[config.mk]
export PLATFORM = sky130hd
export DESIGN_NAME = receiver_fsm
export DESIGN_NICKNAME = d
export VERILOG_FILES = /design/src/rtl/uart_pkg.sv /design/src/rtl/uart_rx_sync.sv /design/src/rtl/receiver_fsm.sv
export SDC_FILE = /design/constraint.sdc
export NUM_CORES = 1
export LEC_CHECK = 0
export BUFFER_PORTS_ARGS = -buffer_cell sky130_fd_sc_hd__buf_2
export CAP_MARGIN = 10
export CORE_MARGIN = 10
export CORE_UTILIZATION = 58
export CTS_CLUSTER_SIZE = 10
export DETAILED_ROUTE_END_ITERATION = 8
export PLACE_DENSITY = 0.8
export SLEW_MARGIN = 20
export SYNTH_ARGS = -nofsm -noshare
export SYNTH_HDL_FRONTEND = slang
export SYNTH_SLANG_ARGS = --single-unit
export TNS_END_PERCENT = 50
[constraint.sdc]
create_clock -name clk_i -period 1.99 [get_ports clk_i]
set_input_delay 0.2985 -clock clk_i [delete_from_list [all_inputs] [get_ports clk_i]]
set_output_delay 0.2985 -clock clk_i [all_outputs]
set_load 0.01 [all_outputs]
[src/rtl/uart_pkg.sv]
// Shared UART definitions: FSM state encodings, parity codes and tick counter width.
// Used by both the receiver and the transmitter FSMs.
package uart_pkg;

  // Default oversampling ratio of the shared baud generator.
  localparam int unsigned UART_OVERSAMPLE = 16;
  localparam int unsigned TICK_W          = $clog2(UART_OVERSAMPLE);

  // Parity configuration codes; 2'b11 also means no parity.
  localparam logic [1:0] PAR_NONE = 2'b00;
  localparam logic [1:0] PAR_ODD  = 2'b01;
  localparam logic [1:0] PAR_EVEN = 2'b10;

  typedef enum logic [2:0] {
    StIdle,
    StStart,
    StData,
    StParity,
    StStop,
    StWaitHigh
  } uart_state_e;

  // True when the code selects odd or even parity.
  function automatic logic parity_enabled(input logic [1:0] par);
    return (par == PAR_ODD) || (par == PAR_EVEN);
  endfunction

endpackage

[src/rtl/uart_rx_sync.sv]
// Multi-flop synchronizer for the asynchronous rx line; resets to the idle (high) level.
module uart_rx_sync #(
  parameter int unsigned SYNC_STAGES = 2
) (
  input  logic clk_i,
  input  logic rst_ni,
  input  logic d_i,
  output logic q_o
);

  logic [SYNC_STAGES-1:0] sync_q;

  // Shift the line through the flop chain; reset to 1 so idle is not seen as a start bit.
  always_ff @(posedge clk_i or negedge rst_ni) begin
    if (!rst_ni) begin
      sync_q <= '1;
    end else begin
      sync_q <= {sync_q[SYNC_STAGES-2:0], d_i};
    end
  end

  assign q_o = sync_q[SYNC_STAGES-1];

endmodule

[src/rtl/receiver_fsm.sv]
// UART receiver: oversamples rx, deframes LSB-first, checks parity and stop bits and
// pulses rx_done_o with the received word and error flags.
// Optional break detection is enabled by defining UART_RX_BREAK_DETECT_EN.
module receiver_fsm
  import uart_pkg::*;
#(
  parameter int unsigned OVERSAMPLE  = UART_OVERSAMPLE,
  parameter int unsigned SYNC_STAGES = 2
) (
  input  logic       clk_i,
  input  logic       rst_ni,
  input  logic       sam_tick_i,
  input  logic       rx_i,
  input  logic [1:0] parity_i,
  input  logic       stop_bit_i,
  input  logic       bits_num_i,
  output logic [7:0] data_out_o,
  output logic       rx_done_o,
  output logic       parity_err_o,
  output logic       frame_err_o,
  output logic       break_det_o
);

  localparam int unsigned TickW = $clog2(OVERSAMPLE);
  localparam logic [TickW-1:0] MidTick = TickW'(OVERSAMPLE / 2 - 1);
  localparam logic [TickW-1:0] EndTick = TickW'(OVERSAMPLE - 1);

  uart_state_e      state_q, state_d;
  logic [TickW-1:0] tick_cnt_q, tick_cnt_d;
  logic [2:0]       bit_cnt_q, bit_cnt_d;
  logic [7:0]       shift_q, shift_d;
  logic [1:0]       par_cfg_q, par_cfg_d;
  logic             stop2_q, stop2_d;
  logic             bits8_q, bits8_d;
  logic             par_bit_q, par_bit_d;
  logic             par_err_q, par_err_d;

  logic [7:0] data_out_q, data_out_d;
  logic       rx_done_q, rx_done_d;
  logic       parity_err_q, parity_err_d;
  logic       frame_err_q, frame_err_d;
  logic       break_det_q, break_det_d;

  logic       rx_s;
  logic [7:0] rx_word;
  logic [2:0] last_bit;
  logic       par_en;
  logic       par_exp;
  logic       frame_end;
  logic       end_ferr;
  logic       brk_cand;
  logic       end_brk;

  uart_rx_sync #(
    .SYNC_STAGES(SYNC_STAGES)
  ) u_rx_sync (
    .clk_i (clk_i),
    .rst_ni(rst_ni),
    .d_i   (rx_i),
    .q_o   (rx_s)
  );

  // Bits enter at the MSB, so a 7-bit frame ends up one position high and is realigned here.
  assign rx_word  = bits8_q ? shift_q : {1'b0, shift_q[7:1]};
  assign last_bit = bits8_q ? 3'd7 : 3'd6;
  assign par_en   = parity_enabled(par_cfg_q);
  assign par_exp  = (par_cfg_q == PAR_EVEN) ? ^rx_word : ~(^rx_word);

`ifdef UART_RX_BREAK_DETECT_EN
  assign end_brk = brk_cand;
`else
  logic unused_brk;
  assign unused_brk = brk_cand;
  assign end_brk    = 1'b0;
`endif

  // State and frame datapath registers.
  always_ff @(posedge clk_i or negedge rst_ni) begin
    if (!rst_ni) begin
      state_q    <= StIdle;
      tick_cnt_q <= '0;
      bit_cnt_q  <= '0;
      shift_q    <= '0;
      par_cfg_q  <= PAR_NONE;
      stop2_q    <= 1'b0;
      bits8_q    <= 1'b0;
      par_bit_q  <= 1'b0;
      par_err_q  <= 1'b0;
    end else begin
      state_q    <= state_d;
      tick_cnt_q <= tick_cnt_d;
      bit_cnt_q  <= bit_cnt_d;
      shift_q    <= shift_d;
      par_cfg_q  <= par_cfg_d;
      stop2_q    <= stop2_d;
      bits8_q    <= bits8_d;
      par_bit_q  <= par_bit_d;
      par_err_q  <= par_err_d;
    end
  end

  // Next-state logic: tick counting, mid-bit sampling and frame-end detection.
  always_comb begin
    state_d    = state_q;
    tick_cnt_d = tick_cnt_q;
    bit_cnt_d  = bit_cnt_q;
    shift_d    = shift_q;
    par_cfg_d  = par_cfg_q;
    stop2_d    = stop2_q;
    bits8_d    = bits8_q;
    par_bit_d  = par_bit_q;
    par_err_d  = par_err_q;
    frame_end  = 1'b0;
    end_ferr   = 1'b0;
    brk_cand   = 1'b0;

    unique case (state_q)
      StIdle: begin
        if (!rx_s) begin
          state_d    = StStart;
          tick_cnt_d = '0;
        end
      end

      StStart: begin
        if (sam_tick_i) begin
          if (tick_cnt_q == MidTick) begin
            tick_cnt_d = '0;
            if (!rx_s) begin
              // Start bit confirmed: freeze the frame format for this frame.
              par_cfg_d = parity_i;
              stop2_d   = stop_bit_i;
              bits8_d   = bits_num_i;
              bit_cnt_d = '0;
              par_bit_d = 1'b0;
              par_err_d = 1'b0;
              state_d   = StData;
            end else begin
              state_d = StIdle;
            end
          end else begin
            tick_cnt_d = tick_cnt_q + TickW'(1);
          end
        end
      end

      StData: begin
        if (sam_tick_i) begin
          if (tick_cnt_q == EndTick) begin
            tick_cnt_d = '0;
            shift_d    = {rx_s, shift_q[7:1]};
            if (bit_cnt_q == last_bit) begin
              bit_cnt_d = '0;
              state_d   = par_en ? StParity : StStop;
            end else begin
              bit_cnt_d = bit_cnt_q + 3'd1;
            end
          end else begin
            tick_cnt_d = tick_cnt_q + TickW'(1);
          end
        end
      end

      StParity: begin
        if (sam_tick_i) begin
          if (tick_cnt_q == EndTick) begin
            tick_cnt_d = '0;
            par_bit_d  = rx_s;
            par_err_d  = rx_s ^ par_exp;
            state_d    = StStop;
          end else begin
            tick_cnt_d = tick_cnt_q + TickW'(1);
          end
        end
      end

      StStop: begin
        if (sam_tick_i) begin
          if (tick_cnt_q == EndTick) begin
            tick_cnt_d = '0;
            if (!rx_s) begin
              frame_end = 1'b1;
              end_ferr  = 1'b1;
              // Break: all-zero data, zero parity bit and a low first stop bit.
              brk_cand  = (bit_cnt_q == 3'd0) && (rx_word == 8'h00) && (!par_en || !par_bit_q);
              state_d   = StWaitHigh;
            end else if (stop2_q && (bit_cnt_q == 3'd0)) begin
              bit_cnt_d = 3'd1;
            end else begin
              frame_end = 1'b1;
              state_d   = StIdle;
            end
          end else begin
            tick_cnt_d = tick_cnt_q + TickW'(1);
          end
        end
      end

      StWaitHigh: begin
        // A line held low must go idle before another start bit is accepted.
        if (rx_s) begin
          state_d = StIdle;
        end
      end

      default: begin
        state_d = StIdle;
      end
    endcase
  end

  // Output next-state: results update only on the clock that ends a frame.
  always_comb begin
    rx_done_d    = frame_end;
    break_det_d  = frame_end & end_brk;
    data_out_d   = data_out_q;
    parity_err_d = parity_err_q;
    frame_err_d  = frame_err_q;
    if (frame_end) begin
      data_out_d   = end_brk ? 8'h00 : rx_word;
      parity_err_d = par_err_q;
      frame_err_d  = end_ferr;
    end
  end

  // Output registers; rx_done and break_det are single-cycle pulses.
  always_ff @(posedge clk_i or negedge rst_ni) begin
    if (!rst_ni) begin
      data_out_q   <= '0;
      rx_done_q    <= 1'b0;
      parity_err_q <= 1'b0;
      frame_err_q  <= 1'b0;
      break_det_q  <= 1'b0;
    end else begin
      data_out_q   <= data_out_d;
      rx_done_q    <= rx_done_d;
      parity_err_q <= parity_err_d;
      frame_err_q  <= frame_err_d;
      break_det_q  <= break_det_d;
    end
  end

  assign data_out_o   = data_out_q;
  assign rx_done_o    = rx_done_q;
  assign parity_err_o = parity_err_q;
  assign frame_err_o  = frame_err_q;
  assign break_det_o  = break_det_q;

endmodule

Word level (Yosys, flattened, before mapping):

Cells that the tools add are included.

* logic and storage cells: 110
* output and inout port bits: 12
* register bits after elaboration: 36

* reduce and logical (&&, ||, !) cells: 15
* add/sub/neg operators: 2
* bitwise operators: 3
* mux-type cells: 51
* eq/ne operators: 26

Operators by type and width (count)
* $mux 3: 24
* $ne 2x2->1 const B: 12
* $mux 4: 5
* $pmux 3 s6: 1
* $mux 1: 16
* $pmux 4 s3: 1
* $reduce_and 12->1: 1
* $reduce_and 10->1: 1
* $pmux 3 s3: 1
* $mux 8: 1
* $reduce_and 4->1: 2
* $reduce_xor 8->1: 1
* $eq 3x2->1 const B: 2
* $eq 3x3->1 const B: 2
* $logic_not 3->1: 2
* $ne 2x1->1 const B: 3
* $reduce_and 6->1: 1
* $reduce_bool 3->1: 2
* $add 4x1->4 const B: 1
* $eq 4x3->1 const B: 1
* $eq 4x4->1 const B: 1
* $add 3x1->3 const B: 1
* $eq 3x1->1 const B: 1
* $eq 3x3->1: 1
* other kinds (12): 13

Depth between registers and ports, before layout:

Gate-level depths: netlist (run 1).

* depth in word-level cells: 8
* depth in mapped cells: 8
* mapped depth without buffers: 7

By module:

A second synthesis (run 1) with hierarchy kept.

* cells, all modules: 191
* area, all modules: 1920.6 um^2

Modules (own cells, without submodules)
* receiver_fsm: sequential area each 850.8 um^2, times used 1, cells each 189, area each 1868.0 um^2
* uart_rx_sync: sequential area each 52.6 um^2, times used 1, cells each 2, area each 52.6 um^2

Worst setup path before layout (run 1):

No wires, ideal clock.

* kind: register to register
* from: reg tick_cnt_q[0]
* to: reg state_q[0]
* setup time: 0.125 ns
* cell stages (with the launch flop): 6
* arrival time: 1.614 ns
* setup slack: 0.252 ns
* data required time: 1.865 ns
* period minus slack after synthesis: 1.738 ns
* cells stage by stage: dfrtp_1 > ha_1 > and3b_1 > o41ai_1 > nor2b_2 > mux2_2

* word-level cells in the longest chain between the ends: 3

Ends and longest elaborated chain
* from (decl): RTL line receiver_fsm.sv:29 `logic [TickW-1:0] tick_cnt_q, tick_cnt_d;`
* from (signal assigned): RTL line receiver_fsm.sv:91 `tick_cnt_q <= tick_cnt_d;`
* $eq 4x4->1 or $eq 4x3->1 (tied branches)
* $ne 2x2->1 (no source line)
* $reduce_and 12->1 (no source line) (*)
* to (signal assigned): RTL line receiver_fsm.sv:80 `state_q <= StIdle;`
* to (signal assigned): RTL line receiver_fsm.sv:90 `state_q <= state_d;`
* to (decl): RTL line receiver_fsm.sv:28 `uart_state_e state_q, state_d;`

Mark *: on every way between the ends. The rest lies on a longest branch, timed or not.
A chain may end at the register's enable or synchronous reset.

Worst setup path in the final report (run 1):

* from: reg tick_cnt_q[0]
* to: reg shift_q[5]

* word-level cells in the longest chain between the ends: 2

Ends and longest elaborated chain
* $eq 4x4->1: RTL line receiver_fsm.sv:149 `if (tick_cnt_q == EndTick) begin`
* $reduce_and 3->1 (no source line)
* to (signal assigned): RTL line receiver_fsm.sv:93 `shift_q <= shift_d;`
* to (decl): RTL line receiver_fsm.sv:31 `logic [7:0] shift_q, shift_d;`

Every way passes these cells.

==> metrics.md, run 1 <==
| Metric | Value |
|---|---|
| Net Count, Synth | `193` |
| Diodes inserted | `0` |
| Drc violations | `0` |
| Crit path top cell by count | `buf_4` |
| RR Startpoint | `tick_cnt_q[0]` |
| Final HPWL DP | `2792 µm` |
| CP max stage delay | `0.40 ns` |
| Drt total wl | `3686 µm` |
| Unrepaired setup endpoints after global routing | `no` |
| GPL Wtd Cong | `0.8520` |
| Worst EP arrival | `2.08 ns` |
| Syn Inst Count | `181` |
| Tot GR Track Use | `12.55%` |
| Layout Nets | `217` |
| Rows | `20` |
| Global-route wire length before repair | `6327 µm` |
| Clock insertion delay at the later pin of the skew report | `0.33 ns` |
| Synth area leaders | `dfrtp_1, mux2_2, mux2i_1` |
| Largest net degree at the start of global routing | `37` |
| Ys async rst share | `100.0%` |
| Sequential share of the synthesized area | `46.76%` |
| CTS root buffer | `clkbuf_4` |
| Synthesized area | `1932 µm²` |
| Crit path max-delay family | `flip-flops` |
| Max Freq | `0.5378 GHz` |
| Routed WL per cell | `14.74 µm` |
| Leak | `0.0009842 µW` |
| Fin Hold WS | `0.03711 ns` |
| CP endpoint kind | `register` |
| Status | `finished clean` |
| Via density | `5.608` |
| Post-route setup TNS | `0 ns` |
| Power density cells | `939.3 nW/µm²` |
| Total number of vias | `1402` |
| Final setup viols | `0` |
| Final period util | `93.44%` |
| Synth warn | `0` |
| Worst-margin pin slew | `0.7710 ns` |
| Area leader, netlist | `dfrtp_1` |
| Count leader, synth | `dfrtp_1` |
| CP Launch Type | `register` |
| Number of antenna violations at the first check in global routing | `0` |
| H-tree depth | `2` |
| Mean Syn Cell Area | `10.67 µm²` |
| Gr ovfl total | `0` |
| Worst-path cell chain | `ha_1 -> nand4_1 -> buf_4 -> nor3_2 -> buf_4 -> mux2_2` |
| Cell variety after synth | `50` |
| Chip height | `77.71 µm` |
| Top_reg_cell synth | `dfrtp_1` |
| Max-slew violation count | `0` |
| Worst path slowest cell | `dfrtp_1` |
| Num CTS Buffers | `5` |
| Top cell type's share of synthesized area | `44.04%` |
| Max-cap violation count | `0` |
| Initial DRC count | `96` |
| Bufs and invs on worst path | `2` |
| Reg clk slew, reported paths | `0.10 ns` |
| Hold Violations, Final | `0` |
| Number of buffers added on ports | `18` |
| IR drop worst, VDD | `0.5726 mV` |
| Required time of the worst setup path | `2.21 ns` |
| Clk sink count | `36` |
| Hold_buf cts | `0` |
| Boundary Pins | `20` |
| Cell count after placement | `240` |
| CORE AREA | `3128 µm²` |
| Setup crit start | `tick_cnt_q[0]` |
| Max_slew headroom | `48.60%` |
| Vias in the first global route | `1341` |
| Register bit total from synthesis | `36` |
| Area Overhead vs Synth | `11.59%` |
| Die area | `6039 µm²` |
| Final Instance Count excl. Fillers | `250` |
| Crit Path Category | `reg -> reg` |
| Share of layout cells above drive strength 1 | `27.67%` |
| Min Tclk post-route | `1.860 ns` |
| DRT antenna net count | `0` |
| Post-synth EDFFs | `0` |
| Clock Skew | `0.01038 ns` |
| Post-synth top cells | `dfrtp_1, nand2_1, mux2_2, o21ai_0, nor2_1` |
| Clock Tree Buf Depth | `2` |
| TritonCTS clock tree | `yes` |
| Final core utilization | `68.92%` |
| CP max FO | `8` |
| HP Class | `in -> async` |
| Die Span X | `77.71 µm` |
| Starting Density | `61.76%` |
| Drt first pass iters | `4` |
[layer usage]
| layer | GRT usage (%) | up-vias | routed length, µm |
|---|---|---|---|
| met4 | 3.832 | 0 | 42 |
| met3 | 5.184 | 7 | 291 |
| met2 | 18.99 | 41 | 1653 |
| li1 | - | 694 | - |
| met5 | 0 | - | 0 |
| met1 | 15.91 | 660 | 1699 |
[layout by cell type (no fill, tap or decap), types with 2 or more instances in the layout]
master	count
o21ai_1	4
xnor2_1	9
or3b_1	2
a31oi_1	3
clkbuf_1	2
o21ai_0	13
a32o_1	2
dfstp_2	2
nand2_1	15
a21oi_1	4
inv_1	7
mux2_2	14
nor2_1	12
nor2b_1	2
buf_2	18
buf_4	10
clkbuf_4	5
o2bb2ai_1	3
nand2b_1	2
ha_1	4
mux2i_1	8
nand3_1	3
dfrtp_1	34
[cells by family (layout without fill, tap and decap cells)]
group,after synthesis,after routing,share of synthesized area (%)
AO/OA/AOI/OAI,40,40,13.93
other,1,1,0.1941
flip-flops,36,36,46.76
multiplexers,23,23,13.08
buffers and inverters,18,43,4.598
adder cells (fa/ha/maj),4,4,2.591
AND/OR/NAND/NOR,48,48,13.15
XOR/XNOR,11,11,5.700
[layout make-up]
type / instances / area, µm²
fillers: 244 / 972.2
repair buffers: 28 / 165.2
well taps: 44 / 55.05
clock buffers: 8 / 58.81
flip-flops and latches: 36 / 903.4
inverters: 7 / 26.28
multi-input cells: 127 / 947.2
[final timing paths]
path,to,slack [ns],cells after the start
setup / recovery,shift_q[5],0.13,6
hold / removal,state_q[1],0.04,1
setup reg to reg,shift_q[5],0.13,6
hold reg to reg,u_rx_sync.sync_q[1],0.37,0
max in group asynchronous,bit_cnt_q[0],1.46,1
min in group clk_i,u_rx_sync.sync_q[0],0.08,1
[report_power, final]
| group | leakage [µW] | internal (µW) | switching, µW |
|---|---|---|---|
| registers | 0.000485 | 807 | 59.1 |
| clock network | 0.0000326 | 174 | 219 |
| logic | 0.000467 | 349 | 417 |
[state kept, by name, indices dropped and copies added, names as in the netlist]
name / flops
stop2_q: 1
bit_cnt_q: 3
tick_cnt_q: 4
u_rx_sync.sync_q: 2
par_cfg_q: 2
state_q: 3
bits8_q: 1
shift_q: 8
data_out_o: 8
frame_err_o: 1
rx_done_o: 1
par_err_q: 1
parity_err_o: 1
[per-stage QoR]
stage	total power (µW)	worst slack, ns	instance area (µm²)
after floorplan	1431	0.2517	1932
after global placement	1602	0.1570	2074
after detailed placement	1626	0.1238	2074
after CTS	2019	0.08547	2133
after global routing	2170	0.01484	2156
final	2025	0.1305	2156
[repair_timing]
action	in CTS	in global routing
endpoints found under the setup margin	0	8
buffers inserted	0	2
resized for setup	0	2
(Power assumes the default switching activity.)
==> run 2: changes to the inputs <==
Settings changed: SETUP_SLACK_MARGIN set to 0.15.
==> run 2 against run 1 <==
Compared with the run above: total power is 5.1% higher; clock skew about the same; highest routed layer unchanged; critical endpoint is now state_q[2]; sequential power is essentially flat; die area stayed put; first-iteration DRC count decreased by 13%.
==> metrics.md, run 2 (synthesis gave the netlist of run 1 again) <==
| Metric | Value |
|---|---|
| Total number of vias | `1428 (+1.9%)` |
| Boundary Pins | `20 (unchanged)` |
| Clock insertion delay at the later pin of the skew report | `0.33 ns (about the same)` |
| Tot GR Track Use | `12.69% (+0.14 points)` |
| Num CTS Buffers | `5 (unchanged)` |
| Post-route setup TNS | `0 ns (unchanged)` |
| Starting Density | `61.76% (unchanged)` |
| Number of antenna violations at the first check in global routing | `0 (unchanged)` |
| GPL Wtd Cong | `0.8520 (unchanged)` |
| Initial DRC count | `84 (-13%)` |
| Final setup viols | `0 (unchanged)` |
| CP max FO | `15 (+7)` |
| Max-slew violation count | `0 (unchanged)` |
| Crit Path Category | `reg -> reg` |
| Diodes inserted | `0 (unchanged)` |
| CP max stage delay | `0.39 ns (about the same)` |
| Status | `finished clean` |
| Power density cells | `950.5 nW/µm² (+1.2%)` |
| Worst path slowest cell | `dfrtp_1` |
| Cell count after placement | `240 (unchanged)` |
| Worst-margin pin slew | `0.7742 ns (+0.003238 ns)` |
| Final HPWL DP | `2792 µm (unchanged)` |
| CP endpoint kind | `register` |
| Most common cell after layout, fill and taps aside | `dfrtp_1` |
| Clock Tree Buf Depth | `2 (unchanged)` |
| Gr ovfl total | `0 (unchanged)` |
| Number of buffers added on ports | `18 (unchanged)` |
| Fin area | `2240 µm² (+3.9%)` |
| Hold Violations, Final | `0 (unchanged)` |
| Area Overhead vs Synth | `15.93%` |
| Min Tclk post-route | `1.795 ns (-0.06486 ns)` |
| Via density | `5.535 (-1.3%)` |
| Required time of the worst setup path | `2.21 ns (about the same)` |
| Drt total wl | `3838 µm (+4.1%)` |
| Share of layout cells above drive strength 1 | `33.64% (+6.0 points)` |
| CORE AREA | `3128 µm² (unchanged)` |
| CTS root buffer | `clkbuf_4` |
| Clk sink count | `36 (unchanged)` |
| Drc violations | `0 (unchanged)` |
| Clock Skew | `0.01025 ns (-0.0001247 ns)` |
| TritonCTS clock tree | `yes` |
| Max Freq | `0.5572 GHz (+3.6%)` |
| Placed cell area | `2074 µm² (unchanged)` |
| Vias in the first global route | `1362 (+1.6%)` |
| Worst-path cell chain | `buf_4 -> nand2b_2 -> a32o_1 -> o41ai_2 -> buf_4 -> or3b_1 -> a32o_1` |
| Final Instance Count excl. Fillers | `258 (+3.2%)` |
| Die area | `6039 µm² (unchanged)` |
| DRT antenna net count | `0 (unchanged)` |
| Max_slew headroom | `48.39% (-0.22 points)` |
| Global-route wire length before repair | `6410 µm (+1.3%)` |
| Final worst setup slack | `0.1953 ns (+0.06487 ns)` |
| IR drop worst, VDD | `0.5671 mV (-0.96%)` |
| Max-cap violation count | `0 (unchanged)` |
| Commonest non-fill, non-tap cells in the layout | `dfrtp_1, buf_2, buf_4, nand2_1, mux2_2` |
| Unrepaired setup endpoints after global routing | `yes` |
| Crit path max-delay family | `simple AND/OR/NAND/NOR gates` |
| Dpl ws | `0.1238 ns (unchanged)` |
| Routed WL per cell | `14.88 µm (+0.90%)` |
| Reg clk slew, reported paths | `0.10 ns (about the same)` |
| Layout Nets | `225 (+3.7%)` |
| Chip height | `77.71 µm (unchanged)` |
| Rows | `20 (unchanged)` |
| Drt first pass iters | `4 (unchanged)` |
| Die Span X | `77.71 µm (unchanged)` |
| Largest net degree at the start of global routing | `37 (unchanged)` |
| H-tree depth | `2 (unchanged)` |
| Bufs and invs on worst path | `2 (unchanged)` |
| Worst EP arrival | `2.02 ns (-0.06 ns)` |
| CP Launch Type | `register` |
| HP Class | `in -> async` |
| Final period util | `90.18% (-3.3 points)` |
| Leak | `0.001027 µW (+4.4%)` |
run 2: layout make-up:
class | count | area [µm²]
Tap cell | 44 | 55.05
Inverter | 7 | 26.28
Timing Repair Buffer | 36 | 229.0
Fill cell | 227 | 888.4
Multi-Input combinational cell | 127 | 967.2
Sequential cell | 36 | 903.4
Clock buffer | 8 | 58.81
run 2: worst paths after layout:
| path | from | endpoint | slack [ns] | depth (start not counted) |
|---|---|---|---|---|
| worst max register to register | state_q[1] | state_q[2] | 0.20 | 7 |
| worst min-delay path | rst_ni | data_out_o[0] | 0.04 | 1 |
| worst max-delay path | state_q[1] | state_q[2] | 0.20 | 7 |
| max in group asynchronous | rst_ni | rx_done_o | 1.46 | 1 |
| worst min register to register | u_rx_sync.sync_q[0] | u_rx_sync.sync_q[1] | 0.37 | 0 |
| min in group clk_i | rx_i | u_rx_sync.sync_q[0] | 0.08 | 1 |
run 2: repair_timing:
action / in CTS / in global routing
hold endpoints to repair: 0 / 0
buffers inserted: 3 / 7
hold buffers: 0 / 0
setup endpoints to repair: 3 / 26
gates cloned: 0 / 0
resized for setup: 0 / 11
pin swaps: 1 / 3
run 2: per-stage QoR:
stage	hold slack, ns	util (%)	total power (µW)
after global placement	0.3503	66.32	1602
after CTS	0.05545	68.92	2053
final	0.03788	71.60	2129
after floorplan	0.002909	-	1431
after global routing	0.04137	71.60	2274
after detailed placement	0.3569	66.32	1626
run 2: routing by layer:
layer	vias up	wire length, µm	GRT usage [%]
met2	27	1726	19.32
met3	9	237	5.184
met1	683	1817	16.05
li1	709	-	-
met5	-	0	0
met4	0	57	3.832
run 2: power breakdown:
group          leakage, µW  internal, µW  switching (µW)
combinational     0.000510           419             452
clock            0.0000326           174             219
sequential        0.000485           807            57.9
==> run 3: changes to the inputs <==
Settings changed: PLACE_DENSITY 0.8 to unset, PLACE_DENSITY_LB_ADDON set to 0.15.
==> run 3 against run 2 <==
Compared with the run above: via count rose by 2.7%; non-clock buffer count fell by 5; global-route usage rose by 0.67 points; critical path type unchanged; sequential share of layout area rose by 0.30 points.
==> metrics.md, run 3 (synthesis gave the netlist of run 1 again) <==
| Metric | Value |
|---|---|
| CP endpoint kind | `register` |
| Diodes inserted | `0 (unchanged)` |
| Die Span X | `77.71 µm (unchanged)` |
| Reg clk slew, reported paths | `0.11 ns (about the same)` |
| Leak | `0.001008 µW (-1.9%)` |
| CORE AREA | `3128 µm² (unchanged)` |
| Clock Skew | `0.009704 ns (-0.0005469 ns)` |
| Crit Path Category | `reg -> reg` |
| Max Freq | `0.5562 GHz (-0.17%)` |
| Max_slew headroom | `48.29% (-0.10 points)` |
| Clock Tree Buf Depth | `2 (unchanged)` |
| Crit path depth | `6 (-1)` |
| Largest net degree at the start of global routing | `37 (unchanged)` |
| Global-route wire length before repair | `6741 µm (+5.2%)` |
| Hold Violations, Final | `0 (unchanged)` |
| Final Instance Count excl. Fillers | `253 (-1.9%)` |
| Most common cell after layout, fill and taps aside | `dfrtp_1` |
| Num CTS Buffers | `5 (unchanged)` |
| Reg2reg path depth | `6 (-1)` |
| CTS root buffer | `clkbuf_4` |
| Drc violations | `0 (unchanged)` |
| H-tree depth | `2 (unchanged)` |
| Worst-margin pin slew | `0.7757 ns (+0.001502 ns)` |
| DRT antenna net count | `0 (unchanged)` |
| Total number of vias | `1467 (+2.7%)` |
| HP Class | `in -> async` |
| Rows | `20 (unchanged)` |
| Gr ovfl total | `0 (unchanged)` |
| Starting Density | `61.76% (unchanged)` |
| Power density cells | `961.5 nW/µm² (+1.2%)` |
| Share of layout cells above drive strength 1 | `31.10% (-2.5 points)` |
| Bufs and invs on worst path | `1 (-1)` |
| Cell count after placement | `239 (-0.42%)` |
| Layout Nets | `220 (-2.2%)` |
| Post-route setup TNS | `0 ns (unchanged)` |
| R2R setup slack | `0.19 ns (about the same)` |
| Global routing's busiest layer | `met2` |
| TritonCTS clock tree | `yes` |
| Initial DRC count | `81 (-3.6%)` |
| Boundary Pins | `20 (unchanged)` |
| Routed WL per cell | `15.22 µm (+2.3%)` |
| Unrepaired setup endpoints after global routing | `yes` |
| Number of buffers added on ports | `18 (unchanged)` |
| Drt first pass iters | `4 (unchanged)` |
| Commonest non-fill, non-tap cells in the layout | `dfrtp_1, buf_2, mux2_2, nand2_1` |
| Max-cap violation count | `0 (unchanged)` |
| Min Tclk post-route | `1.798 ns (+0.003124 ns)` |
| Worst-path cell chain | `inv_1 -> ha_1 -> and4b_1 -> o32ai_2 -> or3b_1 -> a32o_1` |
| Final setup viols | `0 (unchanged)` |
| Drt total wl | `3851 µm (+0.34%)` |
| Final HPWL DP | `2707 µm (-3.0%)` |
| CP max FO | `4 (-11)` |
| Status | `finished clean` |
| Vias in the first global route | `1508 (+11%)` |
| Tot GR Track Use | `13.36% (+0.67 points)` |
| Worst EP arrival | `2.03 ns (about the same)` |
| GR Layer Usage met3 | `5.069% (-0.12 points)` |
| Final period util | `90.34% (+0.16 points)` |
| M1 GR Usage | `14.54% (-1.5 points)` |
| Worst path slowest cell | `dfrtp_1` |
| Number of antenna violations at the first check in global routing | `0 (unchanged)` |
| Required time of the worst setup path | `2.22 ns (about the same)` |
| CP max stage delay | `0.40 ns (about the same)` |
| Met2 usage | `23.22% (+3.9 points)` |
| Chip height | `77.71 µm (unchanged)` |
| Max-slew violation count | `0 (unchanged)` |
| Clock insertion delay at the later pin of the skew report | `0.34 ns (about the same)` |
| CP Launch Type | `register` |
| Area Overhead vs Synth | `15.09%` |
| Filler instances | `238 (+4.8%)` |
| Hold_buf cts | `0 (unchanged)` |
| Crit path max-delay family | `simple AND/OR/NAND/NOR gates` |
| Via density | `5.798 (+4.8%)` |
| Die area | `6039 µm² (unchanged)` |
| Clk sink count | `36 (unchanged)` |
| IR drop worst, VDD | `0.8685 mV (+53%)` |
| GPL Wtd Cong | `0.8532 (+0.14%)` |
[run 3: worst reg2reg max path, stage by stage (launching register included)]
cell and delay [ns]:
dfrtp_1 0.40, inv_1 0.06, ha_1 0.17, and4b_1 0.21, o32ai_2 0.23, or3b_1 0.39, a32o_1 0.22
[run 3: path summary, 6_finish.rpt]
path,start,endpoint
worst max-delay path,bit_cnt_q[1],state_q[2]
worst min-delay path,rst_ni,shift_q[4]
worst max register to register,bit_cnt_q[1],state_q[2]
worst min register to register,u_rx_sync.sync_q[0],u_rx_sync.sync_q[1]
max in group asynchronous,rst_ni,tick_cnt_q[0]
min in group clk_i,rx_i,u_rx_sync.sync_q[0]
[run 3: final cells by class]
| type | instances | area, µm² | area share, % |
|---|---|---|---|
| clock buffer | 8 | 68.82 | 3.095 |
| inverter | 7 | 26.28 | 1.182 |
| multi-input combinational | 127 | 974.7 | 43.84 |
| sequential | 36 | 903.4 | 40.63 |
| tap | 44 | 55.05 | 2.476 |
| timing repair buffer | 31 | 195.2 | 8.779 |
[run 3: where the power goes]
group	switching, µW	leakage [µW]	internal (µW)
combinational	436	0.000484	384
sequential	62.6	0.000485	807
clock	240	0.0000386	208
total	739	0.00101	1400
[run 3: per-stage QoR]
stage	util [%]	total power, µW	hold WS (ns)	instance area (µm²)	worst slack [ns]
2_1_floorplan	-	1431	0.002909	1932	0.2517
3_3_place_gp	66.08	1578	0.3483	2067	0.2013
3_5_place_dp	66.08	1607	0.3509	2067	0.1133
4_1_cts	69.00	2074	0.03734	2158	0.1525
5_1_grt	71.08	2281	0.02983	2223	0.1216
6_report	71.08	2138	0.02397	2223	0.1922
[run 3: timing repair]
item,in CTS,in global routing
endpoints found under the setup margin,2,26
gates resized for setup,0,11
setup buffers,3,3
pin swaps,1,3
[run 3: layer usage]
metal	vias up	part of all wire [%]
met2	40	51
met4	0	1.5
li1	697	-
met1	721	42
met3	9	5.6
met5	-	0
